$ cat config.mk
export PLATFORM = sky130hd
export DESIGN_NAME = sync_mem_arbiter
export DESIGN_NICKNAME = d
export VERILOG_FILES = /design/src/rtl/sync_mem_arbiter.sv
export SDC_FILE = /design/constraint.sdc
export NUM_CORES = 1
export LEC_CHECK = 0
export BUFFER_PORTS_ARGS = -buffer_cell sky130_fd_sc_hd__buf_2
export CAP_MARGIN = 0
export CORE_AREA = 4 4 106 108
export CTS_CLUSTER_DIAMETER = 120
export DETAILED_ROUTE_END_ITERATION = 8
export DIE_AREA = 0 0 110 112
export GPL_ROUTABILITY_DRIVEN = 0
export PLACE_DENSITY = 0.45
export SYNTH_ARGS = -nofsm -noshare
export SYNTH_HDL_FRONTEND = slang
export SYNTH_SLANG_ARGS = --single-unit
$ cat constraint.sdc
create_clock -name clk -period 2.1 [get_ports clk]
set_input_delay 0.42 -clock clk [delete_from_list [all_inputs] [get_ports clk]]
set_output_delay 0.42 -clock clk [all_outputs]
set_load 0.01 [all_outputs]
$ cat src/rtl/sync_mem_arbiter.sv
// Two-requester arbiter for a single synchronous memory port with read-response routing.
// Define SYNC_MEM_ARB_STATS_EN to add the grant/starvation statistics counters.
module sync_mem_arbiter #(
    parameter int unsigned ADDR_WIDTH   = 21,
    parameter int unsigned DATA_WIDTH   = 32,
    parameter int unsigned STARVE_LIMIT = 4
) (
    input  logic                    clk,
    input  logic                    reset,

    input  logic                    req0_valid,
    output logic                    req0_ready,
    input  logic [ADDR_WIDTH-1:0]   req0_addr,
    input  logic                    req0_wen,
    input  logic [DATA_WIDTH-1:0]   req0_wdata,
    input  logic [DATA_WIDTH/8-1:0] req0_mask,
    input  logic                    req0_lock,
    output logic                    resp0_valid,
    output logic [DATA_WIDTH-1:0]   resp0_data,

    input  logic                    req1_valid,
    output logic                    req1_ready,
    input  logic [ADDR_WIDTH-1:0]   req1_addr,
    input  logic                    req1_wen,
    input  logic [DATA_WIDTH-1:0]   req1_wdata,
    input  logic [DATA_WIDTH/8-1:0] req1_mask,
    output logic                    resp1_valid,
    output logic [DATA_WIDTH-1:0]   resp1_data,

    output logic [ADDR_WIDTH-1:0]   mem_addr,
    output logic [DATA_WIDTH-1:0]   mem_wdata,
    output logic [DATA_WIDTH/8-1:0] mem_mask,
    output logic                    mem_wen,
    input  logic [DATA_WIDTH-1:0]   mem_rdata
`ifdef SYNC_MEM_ARB_STATS_EN
    ,
    output logic [31:0]             stat_grant0,
    output logic [31:0]             stat_grant1,
    output logic [15:0]             stat_starve
`endif
);

    localparam int unsigned MASK_WIDTH = DATA_WIDTH / 8;
    localparam logic [3:0]  STARVE_MAX = 4'(STARVE_LIMIT);

    typedef enum logic [0:0] {
        StIdle,
        StLocked0
    } state_e;

    state_e     state;
    logic [3:0] starve_cnt;
    logic       pend_valid;
    logic       pend_id;

    logic idle_arb;
    logic force1;
    logic grant0;
    logic grant1;
    logic grant_read;

    // A locked port falls back to normal arbitration in the cycle the lock drops.
    always_comb begin
        idle_arb   = (state == StIdle) || !req0_lock;
        force1     = idle_arb && req1_valid && (starve_cnt == STARVE_MAX);
        grant0     = !reset && req0_valid && !force1;
        grant1     = !reset && idle_arb && req1_valid && (force1 || !req0_valid);
        grant_read = (grant0 && !req0_wen) || (grant1 && !req1_wen);
    end

    assign req0_ready = grant0;
    assign req1_ready = grant1;

    always_comb begin
        mem_addr  = '0;
        mem_wdata = '0;
        mem_mask  = '0;
        mem_wen   = 1'b0;
        if (grant0) begin
            mem_addr  = req0_addr;
            mem_wdata = req0_wdata;
            mem_mask  = req0_mask;
            mem_wen   = req0_wen;
        end else if (grant1) begin
            mem_addr  = req1_addr;
            mem_wdata = req1_wdata;
            mem_mask  = req1_mask;
            mem_wen   = req1_wen;
        end
    end

    // Reset also squashes a response owed to a read issued just before it.
    always_comb begin
        resp0_valid = !reset && pend_valid && !pend_id;
        resp1_valid = !reset && pend_valid && pend_id;
        resp0_data  = resp0_valid ? mem_rdata : '0;
        resp1_data  = resp1_valid ? mem_rdata : '0;
    end

    always_ff @(posedge clk) begin
        if (reset) begin
            state      <= StIdle;
            starve_cnt <= 4'd0;
            pend_valid <= 1'b0;
            pend_id    <= 1'b0;
        end else begin
            if (idle_arb) begin
                state <= (grant0 && req0_lock) ? StLocked0 : StIdle;
            end else begin
                state <= StLocked0;
            end

            if (!req1_valid || grant1) begin
                starve_cnt <= 4'd0;
            end else if (grant0 && idle_arb && (starve_cnt < STARVE_MAX)) begin
                starve_cnt <= starve_cnt + 4'd1;
            end

            pend_valid <= grant_read;
            if (grant_read) begin
                pend_id <= grant1;
            end
        end
    end

`ifdef SYNC_MEM_ARB_STATS_EN
    always_ff @(posedge clk) begin
        if (reset) begin
            stat_grant0 <= '0;
            stat_grant1 <= '0;
            stat_starve <= '0;
        end else begin
            if (grant0) begin
                stat_grant0 <= stat_grant0 + 32'd1;
            end
            if (grant1) begin
                stat_grant1 <= stat_grant1 + 32'd1;
            end
            if (grant1 && force1) begin
                stat_starve <= stat_starve + 16'd1;
            end
        end
    end
`endif

    logic unused_mask_width;
    assign unused_mask_width = ^MASK_WIDTH;

endmodule

## After elaboration in Yosys (flattened, before gate mapping)

Cells that the tools add are included.

| storage, ports and cells | value |
|---|---|
| output and inout port bits | 126 |
| register bits after elaboration | 7 |

| operators by class | value |
|---|---|
| bitwise operators | 1 |
| add/sub/neg operators | 1 |
| multiplexer cells | 12 |
| reductions and logical operators | 28 |
| $lt $le $gt $ge | 1 |
| eq/ne operators | 1 |

Operators with widths:

| kind | number |
|---|---|
| 2-to-1 mux 32 bit | 4 |
| 2-to-1 mux 21 bit | 2 |
| logical AND 1 bit | 15 |
| logical NOT 1 bit | 8 |
| 2-to-1 mux 4 bit | 2 |
| adder 4 x 1 -> 4 bit, second input constant | 1 |
| == test 4 x 3 -> 1 bit, second input constant | 1 |
| logical OR 1 bit | 4 |
| < comparator 4 x 3 -> 1 bit, second input constant | 1 |
| 2-to-1 mux 1 bit | 4 |
| OR reduction 2 bit | 1 |
| inverter 1 bit | 1 |

## Logic depth before layout (Yosys ltp)

Gate-level depths: netlist of the first run.

| depth | value |
|---|---|
| word-level depth | 9 |
| mapped depth | 7 |
| mapped depth without buffers | 5 |

## Worst setup path before layout of the first run

Ideal clock, no wire load.

| timing | value |
|---|---|
| path kind | flip-flop to output port |
| start | register starve_cnt[0] |
| end | output port mem_addr[0] |
| data required time | 1.680 ns |
| data arrival time | 1.427 ns |
| stages on the path, launching flop included | 8 |
| setup slack | 0.253 ns |
| path through | dfxtp_1 -> inv_1 -> ha_1 -> nand4b_1 -> a211oi_2 -> buf_4 -> buf_6 -> a22o_1 |

| on the way | value |
|---|---|
| word-level cells in the longest chain between the ends | 6 |
| elaborated cells between the ends (all ways) | 8 |
| classes of those cells | eq/ne: 1; mux: 2; reduce/logical: 5 |

Ends and longest elaborated chain:

| what | RTL line | source |
|---|---|---|
| from (decl) | 52 | `logic [3:0] starve_cnt;` |
| from (signal assigned) | 116 | `starve_cnt <= starve_cnt + 4'd1;` |
| == test 4 x 3 -> 1 bit (*) | 65 | `force1 = idle_arb && req1_valid && (starve_cnt == STARVE_MAX);` |
| logical AND 1 bit (*) | 65 |  |
| logical OR 1 bit | 67 | `grant1 = !reset && idle_arb && req1_valid && (force1 \|\| !req0_valid);` |
| logical AND 1 bit | 67 |  |
| 2-to-1 mux 21 bit | 84 | `end else if (grant1) begin` |
| 2-to-1 mux 21 bit (*) | 79 | `if (grant0) begin` |
| to (decl) | 30 | `output logic [ADDR_WIDTH-1:0] mem_addr,` |

Mark *: on every way between the ends. The rest lies on a longest branch, timed or not.

## Final worst setup path of the first run

| timing | value |
|---|---|
| start | register starve_cnt[0] |
| end | output port mem_wen |

| on the way | value |
|---|---|
| word-level cells in the longest chain between the ends | 6 |
| elaborated cells between the ends (all ways) | 8 |
| classes of those cells | eq/ne: 1; mux: 2; reduce/logical: 5 |

Ends and longest elaborated chain:

| what | RTL line | source |
|---|---|---|
| == test 4 x 3 -> 1 bit (*) | 65 |  |
| logical AND 1 bit (*) | 65 |  |
| logical OR 1 bit | 67 |  |
| logical AND 1 bit | 67 |  |
| 2-to-1 mux 1 bit | 84 |  |
| 2-to-1 mux 1 bit (*) | 79 |  |
| to (decl) | 33 | `output logic mem_wen,` |

Marked as above.

==> results.toml, run 1 <==
[critical_path]
r2r_end = "pend_valid"
rr_startpoint = "starve_cnt[0]"
critPathCaptureType = "output port"
crit_fanout = 12
worst-r2r-setup-slack_ns = 0.50
start_kind = "flip-flop"
critPathKind = "flip-flop to output port"
reg2reg_depth = 7
arrival_ns = 1.90
cp.required_ns = 1.68

[worst_hold_path]
holdPathStages = 2
min-delay-start = "req0_lock"
hold_path.class = "input port to flip-flop"
whs_endpoint = "state"

[synth]
ys_ff_latch = 7
synth_top_area_share_pct = 37.2
yosys.area.top_type = "a22o_1"
netlist_instances = 180
ys_seq_area_share_pct = 10.1
synth_area_mm2 = 0.00139
syn_area_per_cell_um2 = 7.72
synth_nets = 335
synth_cell_types = 26
synth_area_leaders = "a22o_1 (37%), and2_1 (29%), dfxtp_1 (10%), buf_6 (4.1%), buf_2 (2.5%)"
yosys_warnings = 0

[cts]
clock_latency_ns = 0.23
cts_made_buffers = 3
cts_root_buf = "clkbuf_8"
cts_sinks = 7
clk_transition_reported_paths_ns = 0.04
h-tree-depth = 1
cts.path.max_buffers = 2
cts_tree = "yes"

[global_route]
grt_max_degree = 34
grt.total_usage_pct = 13.7
antenna_found_initial = 1
overflow = 0
grt_pass1_wl_um = 13200
grt_pass1_vias = 2579

[sta]
worst_pin_slew_ns = 0.535
fin_hold_ws_ns = 0.482
period_minus_slack_ns = 2.32
hold_viol = 0
grt_setup_unrepaired = "true"
skew_ns = 0.00251
period_share_pct = 110
slew_headroom_pct = 63.8
postLayoutSetupSlackWorst_ns = -0.219
setup_viol = 59
slew_violations = 0
max_freq_mhz = 431

[drt]
wirelength_um = 9980
drt-initial-drc-count = 106
antenna_left = 0
dr_total_vias = 2620
drc = 0
drt_pass1_iterations = 4
wl_per_cell_um = 16.5
vias_per_cell = 4.33

[floorplanning]
core_area_mm2 = 0.0102
pin_count = 279
die_h_um = 112
start_util_pct = 13.6
placementRows = 37
die_width_um = 110
dieArea_mm2 = 0.0123

[pwr]
powerDensity_mw_per_mm2 = 253
leakagePower_uw = 0.00204
ir_drop_uv = 114

[run_status]
status = "finished, violations left"
violations = "setup timing"

[job]
max_cap_violations = 0

[final_layout]
final_cells = 605
nets = 624
area_growth_pct = 141
drive_above_1_share_pct = 67.5

[placement]
io_buffers = 278
dp.cells = 585
post-dp-hpwl_um = 7690
report_power, final:
| part | internal, uW | switching (uW) |
|---|---|---|
| Sequential | 137 | 2.17 |
| Clock | 132 | 64.3 |
| Combinational | 284 | 227 |
| Total | 553 | 293 |
flip-flops by register name, summed over array words and instances, names as in the netlist:
register / count
starve_cnt: 4
pend_id: 1
pend_valid: 1
state: 1
placed cells by master, fill, tap and decap left out, types with 2 or more instances in the layout:
cell,Yosys,routed
buf_2,7,274
and2_1,65,65
a22o_1,59,59
buf_4,1,11
buf_6,5,6
buf_16,0,5
dfxtp_1,7,5
buf_12,0,4
inv_1,5,3
clkbuf_8,0,3
clkbuf_16,0,3
inv_2,0,2
nor3b_1,3,2
o21ai_0,2,2
nand3_1,2,2
a211oi_1,2,2
dfxtp_2,0,2
cell type report:
class / count / area, um2
Sequential cell: 7 / 143
Antenna cell: 1 / 2.50
Timing Repair Buffer: 304 / 1830
Multi-Input combinational cell: 148 / 1140
Inverter: 5 / 18.8
Tap cell: 136 / 170
Clock buffer: 4 / 45.0
Fill cell: 1100 / 6880
metrics by stage:
| stage | instance area (um2) | utilization (%) | total power, uW | setup WS [ns] | TNS, ns |
|---|---|---|---|---|---|
| finish | 3350 | 32.7 | 847 | -0.219 | -10.78 |
| floorplan | 1390 | - | 324 | 0.253 | 0 |
| global placement | 2970 | 29.0 | 586 | 0.0285 | 0 |
| detailed placement | 2970 | 29.0 | 586 | -0.00855 | -0.0101 |
| global route | 3350 | 32.7 | 899 | -0.291 | -14.85 |
| CTS | 3200 | 31.3 | 823 | -0.181 | -9.03 |
worst max-delay path, cell delays in order, from the launching register on:
cell	delay (ns)
dfxtp_2	0.32
inv_2	0.08
ha_4	0.12
nand4b_1	0.20
a211oi_4	0.29
buf_6	0.21
clkbuf_16	0.19
a22o_1	0.14
buf_2	0.12
per-layer routing:
| layer | vias to the layer above | part of all wire, % | global-route usage (%) | wire [um] |
|---|---|---|---|---|
| met5 | - | 0 | 0 | 0 |
| met4 | 0 | 1.2 | 2.66 | 123 |
| met3 | 8 | 11 | 2.67 | 1120 |
| met2 | 193 | 51 | 26.7 | 5130 |
| met1 | 1173 | 36 | 14.8 | 3610 |
| li1 | 1246 | - | - | - |
cells in the mapped netlist:
library cell / n
a211oi_1: 2
a211oi_2: 1
a21oi_1: 1
a22o_1: 59
a31oi_1: 1
a32o_1: 1
and2_1: 65
and3_1: 1
buf_2: 7
buf_4: 1
buf_6: 5
clkbuf_1: 7
dfxtp_1: 7
ha_1: 2
inv_1: 5
nand2_1: 1
nand2b_1: 1
nand3_1: 2
nand4b_1: 1
nor3_1: 1
nor3b_1: 3
nor4b_1: 1
o211a_1: 1
o211ai_1: 1
o21ai_0: 2
or4b_2: 1
repair_timing:
action	4_1_cts	5_1_grt
endpoints found under the setup margin	59	60
gates cloned	5	4
pin swaps	3	11
resized for setup	10	9
hold buffers	0	0
setup buffers	4	2
hold endpoints to repair	0	0
how the worst max path moves through the flow:
stage,from,endpoint,slack (ns),cells after the start
2_1_floorplan,starve_cnt[0],mem_addr[0],0.25,7
3_3_place_gp,starve_cnt[0],mem_wdata[29],0.03,7
3_5_place_dp,starve_cnt[0],mem_wdata[29],-0.009,7
4_1_cts,starve_cnt[0],mem_wdata[29],-0.18,8
5_1_grt,starve_cnt[0],mem_wdata[26],-0.29,8
6_report,starve_cnt[0],mem_wen,-0.22,8
kinds of logic after synthesis:
group                      Yosys count  share of synthesized area, %
buffers and inverters               25                          10.4
DFF                                  7                          10.1
adders and majority gates            2                          1.80
AOI/OAI and AO/OA                   69                          42.7
and+or+nand+nor                     77                          35.1
Note: power is estimated with default switching activity, not from simulation.
==> run 2: changes to the inputs <==
- CAP_MARGIN: 0 -> 20
- clock period: 2.1 -> 2.6 ns (I/O delays scaled with it)
==> results.toml, run 2 (synthesis results as in run 1) <==
[final_layout]
final_common_cell = "buf_2"
utilization_pct = 29.4
max_flop_register = "starve_cnt"
final_area_mm2 = 0.00301
drive_above_1_share_pct = 65.2
layout_common_cells = "buf_2 (278), and2_1 (65), a22o_1 (59)"
largest_reg_flops = 4
filler_cell_count = 1136
area_growth_pct = 116
nets = 607

[sta]
grt_setup_unrepaired = "false"
slew_headroom_pct = 67.2
skew_ns = 0.00302
worst_pin_slew_ns = 0.485
max_freq_mhz = 405
setup_tns_ns = 0
period_minus_slack_ns = 2.47
setup_viol = 0
slew_violations = 0
period_share_pct = 95.1
hold_viol = 0

[pwr]
ir_drop_uv = 153
p_int_uw = 409
clkPwrFrac_pct = 24.6
comb_power_share_pct = 57.3
finalPower_uw = 624
seq_power_share_pct = 18.1
powerDensity_mw_per_mm2 = 207
switchingPower_uw = 214
leakagePower_uw = 0.00189
swShare_pct = 34.4

[cts]
cts_tree = "yes"
cts_made_buffers = 3
cts.path.max_buffers = 2
h-tree-depth = 1
hold_buffers = 0
cts_sinks = 7
clk_transition_reported_paths_ns = 0.04
clock_latency_ns = 0.23
cts_root_buf = "clkbuf_8"

[global_route]
grt_max_degree = 52
antenna_found_initial = 1
grt.total_usage_pct = 12.1
overflow = 0
grt_pass1_wl_um = 11900
grt_pass1_vias = 2379

[drt]
drc = 0
vias_per_cell = 4.24
antenna_left = 0
drt_pass1_iterations = 4
wl_per_cell_um = 15.2
wirelength_um = 8930
drt-initial-drc-count = 114
dr_total_vias = 2493

[floorplanning]
die_h_um = 112
die_width_um = 110
core_area_mm2 = 0.0102
pin_count = 279
start_util_pct = 13.6
dieArea_mm2 = 0.0123
placementRows = 37

[critical_path]
start_kind = "flip-flop"
cp_cell_sequence = "inv_1 -> ha_1 -> nand4b_1 -> a211oi_4 -> buf_4 -> buf_12 -> a22o_1 -> buf_2"
startpoint = "starve_cnt[0]"
rr_startpoint = "starve_cnt[0]"
critical-path-slowest-cell = "dfxtp_1"
crit_fanout = 26
cp.required_ns = 2.08
arrival_ns = 1.95
critPathCaptureType = "output port"
slowest_delay_ns = 0.32
critPathKind = "flip-flop to output port"

[placement]
post-dp-hpwl_um = 7580
place_area_mm2 = 0.00291
io_buffers = 278

[job]
max_cap_violations = 0

[worst_hold_path]
hold_path.class = "flip-flop to flip-flop"
min-delay-start = "starve_cnt[3]"

[run_status]
status = "finished clean"
run 2: path summary, 6_finish.rpt:
check,to,slack (ns),cells past startpoint
max,mem_wdata[29],0.13,8
min reg2reg,starve_cnt[3],0.51,1
min,starve_cnt[3],0.51,1
max reg2reg,pend_valid,0.97,7
run 2: final cells by class:
type | count | area [um2] | area share, %
repair buffers | 287 | 1510 | 50.0
multi-input cells | 148 | 1130 | 37.4
well taps | 136 | 170 | 5.66
flip-flops and latches | 7 | 140 | 4.66
clock buffers | 4 | 45.0 | 1.50
inverters | 5 | 18.8 | 0.624
diodes | 1 | 2.50 | 0.0832
run 2: per-stage QoR:
step / hold slack [ns] / setup WS (ns) / instances
after global placement: 0.496 / 0.248 / 580
final: 0.510 / 0.129 / 588
after floorplan: 0.474 / 0.643 / 180
after detailed placement: 0.500 / 0.241 / 580
after global routing: 0.525 / 0.00258 / 588
after CTS: 0.505 / 0.0749 / 584
run 2: layer usage:
layer | routed length [um] | vias to the layer above | global-route usage [%]
met5 | 0 | - | 0
met4 | 95 | 0 | 2.58
met3 | 1070 | 8 | 2.96
met2 | 4450 | 184 | 23.3
met1 | 3310 | 1093 | 12.8
li1 | - | 1208 | -
run 2: critical path: cells and delay by family, from the launching register on:
kind	cells	cell delay [ns]
and+or+nand+nor	1	0.24
AOI/OAI and AO/OA	2	0.47
buffers and inverters	4	0.55
DFF	1	0.32
adders and majority gates	1	0.15
run 2: power by group through the flow:
stage	Sequential [uW]	Combinational [uW]	Clock (uW)
4_1_cts	113	354	156
6_report	113	358	153
3_5_place_dp	114	352	0
3_3_place_gp	114	352	0
5_1_grt	113	392	163
2_1_floorplan	114	148	0
run 2: timing repair:
item,in CTS,in global routing
buffers inserted,0,2
resized for setup,0,2
setup endpoints to repair,0,2
